### config.mk
export PLATFORM = sky130hd
export DESIGN_NAME = alu_cmd_issuer_flat
export DESIGN_NICKNAME = d
export VERILOG_FILES = /design/src/rtl/alu_pkg.sv /design/src/rtl/alu_cmd_issuer_if.sv /design/src/rtl/alu_cmd_issuer.sv /design/src/flat_wrapper.sv
export SDC_FILE = /design/constraint.sdc
export NUM_CORES = 1
export LEC_CHECK = 0
export CAP_MARGIN = 40
export CELL_PAD_IN_SITES_DETAIL_PLACEMENT = 1
export CELL_PAD_IN_SITES_GLOBAL_PLACEMENT = 2
export CORE_MARGIN = 2
export CORE_UTILIZATION = 25
export DETAILED_ROUTE_END_ITERATION = 7
export PLACE_DENSITY = 0.63
export SETUP_SLACK_MARGIN = 0.5
export SYNTH_ARGS = -nofsm -noshare
export SYNTH_HDL_FRONTEND = slang
export SYNTH_HIERARCHICAL = 1
export SYNTH_SLANG_ARGS = --single-unit
### constraint.sdc
create_clock -name clk -period 2.8 [get_ports clk]
set_input_delay 0.84 -clock clk [delete_from_list [all_inputs] [get_ports clk]]
set_output_delay 0.84 -clock clk [all_outputs]
set_load 0.005 [all_outputs]
### src/rtl/alu_pkg.sv
// ALU shared definitions: operand width and opcode encoding.
// Codes 2 and 3 are reserved; the ALU drives a zero result for them.
// Imported by the command issuer and anything that talks to the ALU.
package alu_pkg;

  parameter int DATA_WIDTH = 8;

  typedef enum logic [1:0] {
    ALU_ADD  = 2'd0,
    ALU_SUB  = 2'd1,
    ALU_RSV2 = 2'd2,
    ALU_RSV3 = 2'd3
  } alu_opcode_t;

endpackage

### src/rtl/alu_cmd_issuer_if.sv
// Bundle of command, ALU-drive and response signals around alu_cmd_issuer.
// No logic: pure wiring; latency is set by the issuer.
// cmd_valid/cmd_ready and rsp_valid/rsp_ready carry the two handshakes.
interface alu_cmd_issuer_if #(
  parameter int W = alu_pkg::DATA_WIDTH
);

  logic                  cmd_valid;
  logic                  cmd_ready;
  logic [W-1:0]          cmd_a;
  logic [W-1:0]          cmd_b;
  alu_pkg::alu_opcode_t  cmd_op;
  logic                  cmd_acc;

  logic [W-1:0]          alu_a;
  logic [W-1:0]          alu_b;
  alu_pkg::alu_opcode_t  alu_op;
  logic [W-1:0]          alu_result;

  logic                  rsp_valid;
  logic                  rsp_ready;
  logic [W-1:0]          rsp_result;
  logic                  rsp_err;

  logic [W-1:0]          acc;
  logic                  busy;

  // Command producer plus the ALU itself
  modport master (
    output cmd_valid, cmd_a, cmd_b, cmd_op, cmd_acc, alu_result, rsp_ready,
    input  cmd_ready, alu_a, alu_b, alu_op, rsp_valid, rsp_result, rsp_err, acc, busy
  );

  // The issuer
  modport slave (
    input  cmd_valid, cmd_a, cmd_b, cmd_op, cmd_acc, alu_result, rsp_ready,
    output cmd_ready, alu_a, alu_b, alu_op, rsp_valid, rsp_result, rsp_err, acc, busy
  );

endinterface

### src/rtl/alu_cmd_issuer.sv
// Generic synchronous FIFO with occupancy counter, no write bypass.
// Latency: an entry written at edge N is visible on rd_dat after edge N.
// Backpressure: wr_rdy drops when full; a same-cycle read does not reopen it.
module sync_fifo #(
  parameter int WIDTH = 8,
  parameter int DEPTH = 4
) (
  input  logic             clk,
  input  logic             rst_n,
  input  logic             wr_vld,
  output logic             wr_rdy,
  input  logic [WIDTH-1:0] wr_dat,
  output logic             rd_vld,
  input  logic             rd_rdy,
  output logic [WIDTH-1:0] rd_dat
);

  localparam int            AW       = $clog2(DEPTH);
  localparam logic [AW:0]   FULL_CNT = (AW+1)'(DEPTH);

  logic [WIDTH-1:0] mem [DEPTH];
  logic [AW-1:0]    wr_ptr;
  logic [AW-1:0]    rd_ptr;
  logic [AW:0]      count;
  logic             push;
  logic             pop;

  assign wr_rdy = (count != FULL_CNT);
  assign rd_vld = (count != '0);
  assign push   = wr_vld && wr_rdy;
  assign pop    = rd_vld && rd_rdy;
  assign rd_dat = mem[rd_ptr];

  // Pointers wrap naturally because DEPTH is a power of two
  always_ff @(posedge clk or negedge rst_n) begin
    if (!rst_n) begin
      wr_ptr <= '0;
      rd_ptr <= '0;
      count  <= '0;
    end else begin
      if (push) wr_ptr <= wr_ptr + 1'b1;
      if (pop)  rd_ptr <= rd_ptr + 1'b1;
      case ({push, pop})
        2'b10:   count <= count + 1'b1;
        2'b01:   count <= count - 1'b1;
        default: count <= count;
      endcase
    end
  end

  // Storage needs no reset: the counter alone decides what is valid
  always_ff @(posedge clk) begin
    if (push) mem[wr_ptr] <= wr_dat;
  end

endmodule

// Buffers ALU commands and issues them one at a time, returning each result.
// Latency: accept at edge N, ALU driven after N+1, rsp_valid after N+2.
// Backpressure: rsp_ready low parks the FSM in RESPOND while the FIFO fills.
module alu_cmd_issuer
  import alu_pkg::*;
#(
  parameter int W     = DATA_WIDTH,
  parameter int DEPTH = 4
) (
  input logic             clk,
  input logic             rst_n,
  alu_cmd_issuer_if.slave bus
);

  typedef struct packed {
    logic        acc_sel;
    alu_opcode_t op;
    logic [W-1:0] b;
    logic [W-1:0] a;
  } cmd_t;

  localparam int CW = $bits(cmd_t);

  typedef enum logic [1:0] {
    IDLE    = 2'd0,
    ISSUE   = 2'd1,
    RESPOND = 2'd2
  } state_t;

  state_t      state;
  state_t      state_nxt;
  cmd_t        wr_entry;
  cmd_t        head;
  logic        fifo_vld;
  logic        pop;
  logic        legal;

  logic [W-1:0] alu_a_q;
  logic [W-1:0] alu_b_q;
  alu_opcode_t  alu_op_q;
  logic         rsp_valid_q;
  logic [W-1:0] rsp_result_q;
  logic         rsp_err_q;
  logic [W-1:0] acc_q;

  // acc_sel travels with its command; the operand swap happens at pop time
  assign wr_entry = {bus.cmd_acc, bus.cmd_op, bus.cmd_b, bus.cmd_a};

  sync_fifo #(
    .WIDTH (CW),
    .DEPTH (DEPTH)
  ) u_fifo (
    .clk    (clk),
    .rst_n  (rst_n),
    .wr_vld (bus.cmd_valid),
    .wr_rdy (bus.cmd_ready),
    .wr_dat (wr_entry),
    .rd_vld (fifo_vld),
    .rd_rdy (pop),
    .rd_dat (head)
  );

  assign legal = (alu_op_q == ALU_ADD) || (alu_op_q == ALU_SUB);

  // State register
  always_ff @(posedge clk or negedge rst_n) begin
    if (!rst_n) state <= IDLE;
    else        state <= state_nxt;
  end

  // Next state and FIFO pop: one command in flight at a time
  always_comb begin
    state_nxt = state;
    pop       = 1'b0;
    case (state)
      IDLE: begin
        if (fifo_vld) begin
          pop       = 1'b1;
          state_nxt = ISSUE;
        end
      end
      ISSUE:   state_nxt = RESPOND;
      RESPOND: if (bus.rsp_ready) state_nxt = IDLE;
      default: state_nxt = IDLE;
    endcase
  end

  // ALU drive on pop, result capture in ISSUE, response release on handshake
  always_ff @(posedge clk or negedge rst_n) begin
    if (!rst_n) begin
      alu_a_q      <= '0;
      alu_b_q      <= '0;
      alu_op_q     <= ALU_ADD;
      rsp_valid_q  <= 1'b0;
      rsp_result_q <= '0;
      rsp_err_q    <= 1'b0;
      acc_q        <= '0;
    end else begin
      if (pop) begin
        alu_a_q  <= head.acc_sel ? acc_q : head.a;
        alu_b_q  <= head.b;
        alu_op_q <= head.op;
      end
      if (state == ISSUE) begin
        rsp_valid_q  <= 1'b1;
        rsp_result_q <= legal ? bus.alu_result : '0;
        rsp_err_q    <= !legal;
        if (legal) acc_q <= bus.alu_result;
      end else if ((state == RESPOND) && bus.rsp_ready) begin
        rsp_valid_q <= 1'b0;
      end
    end
  end

  assign bus.alu_a      = alu_a_q;
  assign bus.alu_b      = alu_b_q;
  assign bus.alu_op     = alu_op_q;
  assign bus.rsp_valid  = rsp_valid_q;
  assign bus.rsp_result = rsp_result_q;
  assign bus.rsp_err    = rsp_err_q;
  assign bus.acc        = acc_q;
  assign bus.busy       = fifo_vld || (state != IDLE);

endmodule

### src/flat_wrapper.sv
// flat-port wrapper written by rule: the top's interface ports become plain ports
module alu_cmd_issuer_flat import alu_pkg::*;
#(
  parameter int W     = DATA_WIDTH,
  parameter int DEPTH = 4
)
  (clk, rst_n, bus_cmd_valid, bus_cmd_a, bus_cmd_b, bus_cmd_op, bus_cmd_acc, bus_alu_result, bus_rsp_ready, bus_cmd_ready, bus_alu_a, bus_alu_b, bus_alu_op, bus_rsp_valid, bus_rsp_result, bus_rsp_err, bus_acc, bus_busy);
  alu_cmd_issuer_if #(.W(W)) bus_i ();
  input logic clk;
  input logic rst_n;
  input wire logic [$bits(bus_i.cmd_valid)-1:0] bus_cmd_valid;
  input wire logic [$bits(bus_i.cmd_a)-1:0] bus_cmd_a;
  input wire logic [$bits(bus_i.cmd_b)-1:0] bus_cmd_b;
  input wire logic [$bits(bus_i.cmd_op)-1:0] bus_cmd_op;
  input wire logic [$bits(bus_i.cmd_acc)-1:0] bus_cmd_acc;
  input wire logic [$bits(bus_i.alu_result)-1:0] bus_alu_result;
  input wire logic [$bits(bus_i.rsp_ready)-1:0] bus_rsp_ready;
  output wire logic [$bits(bus_i.cmd_ready)-1:0] bus_cmd_ready;
  output wire logic [$bits(bus_i.alu_a)-1:0] bus_alu_a;
  output wire logic [$bits(bus_i.alu_b)-1:0] bus_alu_b;
  output wire logic [$bits(bus_i.alu_op)-1:0] bus_alu_op;
  output wire logic [$bits(bus_i.rsp_valid)-1:0] bus_rsp_valid;
  output wire logic [$bits(bus_i.rsp_result)-1:0] bus_rsp_result;
  output wire logic [$bits(bus_i.rsp_err)-1:0] bus_rsp_err;
  output wire logic [$bits(bus_i.acc)-1:0] bus_acc;
  output wire logic [$bits(bus_i.busy)-1:0] bus_busy;
  assign bus_i.cmd_valid = bus_cmd_valid;
  assign bus_i.cmd_a = bus_cmd_a;
  assign bus_i.cmd_b = bus_cmd_b;
  assign bus_i.cmd_op = bus_cmd_op;
  assign bus_i.cmd_acc = bus_cmd_acc;
  assign bus_i.alu_result = bus_alu_result;
  assign bus_i.rsp_ready = bus_rsp_ready;
  assign bus_cmd_ready = bus_i.cmd_ready;
  assign bus_alu_a = bus_i.alu_a;
  assign bus_alu_b = bus_i.alu_b;
  assign bus_alu_op = bus_i.alu_op;
  assign bus_rsp_valid = bus_i.rsp_valid;
  assign bus_rsp_result = bus_i.rsp_result;
  assign bus_rsp_err = bus_i.rsp_err;
  assign bus_acc = bus_i.acc;
  assign bus_busy = bus_i.busy;
  alu_cmd_issuer #(.W(W), .DEPTH(DEPTH)) u_core (.clk(clk), .rst_n(rst_n), .bus(bus_i));
endmodule
==> impl_metrics.py <==
metrics = {
    "critical_path": {
        "r2r_cells": 13,
        "path_class": "reg -> out",
        "crit_required_ns": 1.96,
        "crit_path_top_delay_cell": "dfrtp_1",
        "max_stage_delay_ns": 0.39,
        "r2r-end": "u_core/u_fifo/count[2]$_DFFE_PN0P_",
        "crit_top_cell": "buf_6",
        "critical_path_arrival_ns": 1.65,
        "end_kind": "primary output",
        "cp_cell_sequence": "buf_6 > buf_6 > buf_6 > or3b_4 > buf_6",
        "r2r_slack_ns": 0.35,
        "reg2reg_from": "u_core/u_fifo/count[0]$_DFFE_PN0P_",
        "critPathLaunchType": "register",
        "path_max_fanout": 4,
    },
    "clock_tree": {
        "cts_buffers": 17,
        "path_clk_slew_ns": 0.05,
        "cts_sinks": 121,
        "root_buffer": "clkbuf_16",
        "insertion_delay_ns": 0.41,
        "cts_tree": "done",
        "cts_buffer_depth": 2,
        "cts_max_level": 4,
    },
    "route": {
        "dr.pass1.iters": 4,
        "vias": 2405,
        "post-route-drc-count": 0,
        "routed_wl_mm": 9.78,
        "vias_per_cell": 4.20,
        "drt_iter0_markers": 103,
        "ant_nets": 0,
        "wl_per_cell_um": 17.1,
    },
    "status": {
        "status": "finished clean",
    },
    "pwr": {
        "ir_drop_mv": 0.479,
        "p_comb_frac": 0.323,
        "leakagePower_nw": 2.39,
        "power.internal_w": 0.00591,
        "switching_power_w": 0.00209,
        "seq_power_share": 0.357,
        "switching_share": 0.261,
        "powerDensity_nw_per_um2": 1240,
        "clockPowerShare": 0.320,
    },
    "worst_hold_path": {
        "hp-start": "u_core/bus.rsp_result[5]$_DFFE_PN0P_",
        "min_to": "u_core/bus.rsp_result[5]$_DFFE_PN0P_",
        "min_path_cells": 1,
        "holdCritPathClass": "reg -> reg",
    },
    "sta": {
        "rsz0062_at_grt": "yes",
        "clock.fmax_mhz": 402,
        "finalSetupViolations": 0,
        "final.setup_skew_ns": 0.00789,
        "hold_viol": 0,
        "slew_headroom": 0.514,
        "timing.final.crit_share": 0.889,
        "tightest_slew_ns": 0.728,
        "setup_tns_ns": 0,
        "fin_crit_ns": 2.49,
        "finalMaxSlewViolations": 0,
        "fin_ws_ns": 0.312,
    },
    "run": {
        "cap_violations": 0,
    },
    "synthesis": {
        "synth_area_per_cell_sq_um": 20.1,
        "synthTopCellsByArea": "edfxtp_1 (49%), dfrtp_1 (24%), mux4_2 (9.1%), mux2_2 (7.9%), a22o_1 (1.5%)",
        "ys_warn_count": 6,
        "yosysSeqAreaShare": 0.725,
        "netlist_top_cells_count": "edfxtp_1 (76), dfrtp_1 (45), mux2_2 (33)",
        "synth_edf_count": 76,
        "synthCells": 234,
        "synth_area_leader_cell": "edfxtp_1",
        "synthFlopType": "edfxtp_1",
        "ys_types": 33,
        "syn-cell-area_sq_um": 4700,
        "synth_nets": 271,
        "ys_seq_elements": 121,
        "synthMostInstantiatedCell": "edfxtp_1",
        "async_reset_ff_frac": 0.372,
        "synth.top_cell.area_share": 0.485,
    },
    "die": {
        "die-area_sq_um": 19900,
        "start_util": 0.253,
        "io_pins": 69,
        "rows": 50,
        "fp.coreArea_sq_um": 18600,
        "die_x_um": 141,
        "die_y_um": 141,
    },
    "global_routing": {
        "grt-ovfl-total": 0,
        "grt_pass1_vias": 2605,
        "grt_pass1_wl_mm": 15.2,
        "grt_max_degree": 46,
        "antenna_found_initial": 0,
        "grtUsageTotal": 0.105,
    },
    "layout": {
        "synthToLayoutAreaGrowth_pct": 37.4,
        "layout-drive-gt1-share": 0.340,
        "antenna_cells": 0,
        "layout.cells.non_filler": 572,
        "final_nets": 362,
    },
    "placement": {
        "place_congestion": 0.656,
        "dpl.hpwl_mm": 6.34,
        "dp_cells": 531,
        "dpl_worst_slack_ns": 0.231,
        "port_buffers": 68,
    },
}
[layer usage]
layer | GRT usage | wire, um | part of all wire
met1 | 0.129 | 4200 | 0.43
met2 | 0.168 | 4920 | 0.50
met4 | 0.0426 | 148 | 0.015
met5 | 0 | 0 | 0
met3 | 0.0387 | 510 | 0.052
[cells in the final DEF, fill, tap and decap left out, drive strengths merged, types with 2 or more instances in the layout]
master / count
a22o: 8
and3: 4
buf: 17
bufinv: 7
clkbuf: 20
clkdlybuf4s50: 65
clkinv: 4
dfrtp: 45
edfxtp: 76
ha: 5
inv: 8
mux2: 35
mux4: 19
nor3b: 3
or3: 2
xnor2: 3
xor2: 3
[worst max path at each step]
stage / from / endpoint / cells after the start
after floorplan: u_core/u_fifo/count[0]$_DFFE_PN0P_ / u_core/u_fifo/count[2]$_DFFE_PN0P_ / 11
after global routing: u_core/u_fifo/count[0]$_DFFE_PN0P_ / u_core/u_fifo/count[2]$_DFFE_PN0P_ / 13
final: u_core/u_fifo/count[0]$_DFFE_PN0P_ / bus_cmd_ready / 5
after global placement: bus_cmd_valid / u_core/u_fifo/count[2]$_DFFE_PN0P_ / 9
after detailed placement: bus_cmd_valid / u_core/u_fifo/count[2]$_DFFE_PN0P_ / 9
after CTS: u_core/u_fifo/count[0]$_DFFE_PN0P_ / bus_busy / 3
[stage by stage]
stage	utilization	hold WS (ns)	power (W)	cell area, sq um
CTS	0.346	0.510	0.00811	6420
floorplan	-	0.498	0.00435	4730
detailed placement	0.306	0.493	0.00543	5680
finish	0.348	0.499	0.00799	6460
global placement	0.306	0.487	0.00537	5680
global route	0.348	0.516	0.00846	6460
[final cells by class]
cell class / count / area (sq um)
flip-flops and latches: 121 / 3410
well taps: 234 / 293
clock buffers: 20 / 457
fillers: 1825 / 12100
clock inverters: 12 / 244
multi-input cells: 95 / 1240
inverters: 8 / 30.0
repair buffers: 82 / 792
[worst max-delay path, delay by kind of cell, from the launching register on]
kind                   cells  cell delay (ns)
AND/OR/NAND/NOR            1             0.39
flip-flops                 1             0.39
buffers and inverters      4             0.46
[power groups by stage]
stage	Combinational, W	Sequential, W	Clock, W
2_1_floorplan	0.00157	0.00278	0
3_3_place_gp	0.00248	0.00289	0
3_5_place_dp	0.00253	0.00291	0
4_1_cts	0.00261	0.00287	0.00263
5_1_grt	0.00281	0.00295	0.00270
6_report	0.00258	0.00285	0.00256
[logic make-up (layout without fill, tap and decap cells)]
family	after synthesis	in the layout	synth area share
AO/OA/AOI/OAI	13	13	0.0226
XOR/XNOR	6	6	0.0112
adder cells (fa/ha/maj)	6	6	0.0176
buffers and inverters	18	122	0.0192
flip-flops	121	121	0.725
multiplexers	55	55	0.179
AND/OR/NAND/NOR	15	15	0.0263
[repair_timing]
item | 4_1_cts | 5_1_grt
gates resized for setup | 11 | 4
buffers inserted | 5 | 4
setup endpoints to repair | 2 | 4
pin swaps | 2 | 4
cloned | 0 | 0
hold buffers | 0 | 0
[sequential cells by signal, summed over array words and instances, names as in the netlist, 3 cells and up]
name / cells
u_core/bus.alu_b: 8
u_core/bus.acc: 8
u_core/u_fifo/count: 3
u_core/u_fifo/mem: 76
u_core/bus.alu_a: 8
u_core/bus.rsp_result: 8
Note: power is estimated with default switching activity, not from simulation.
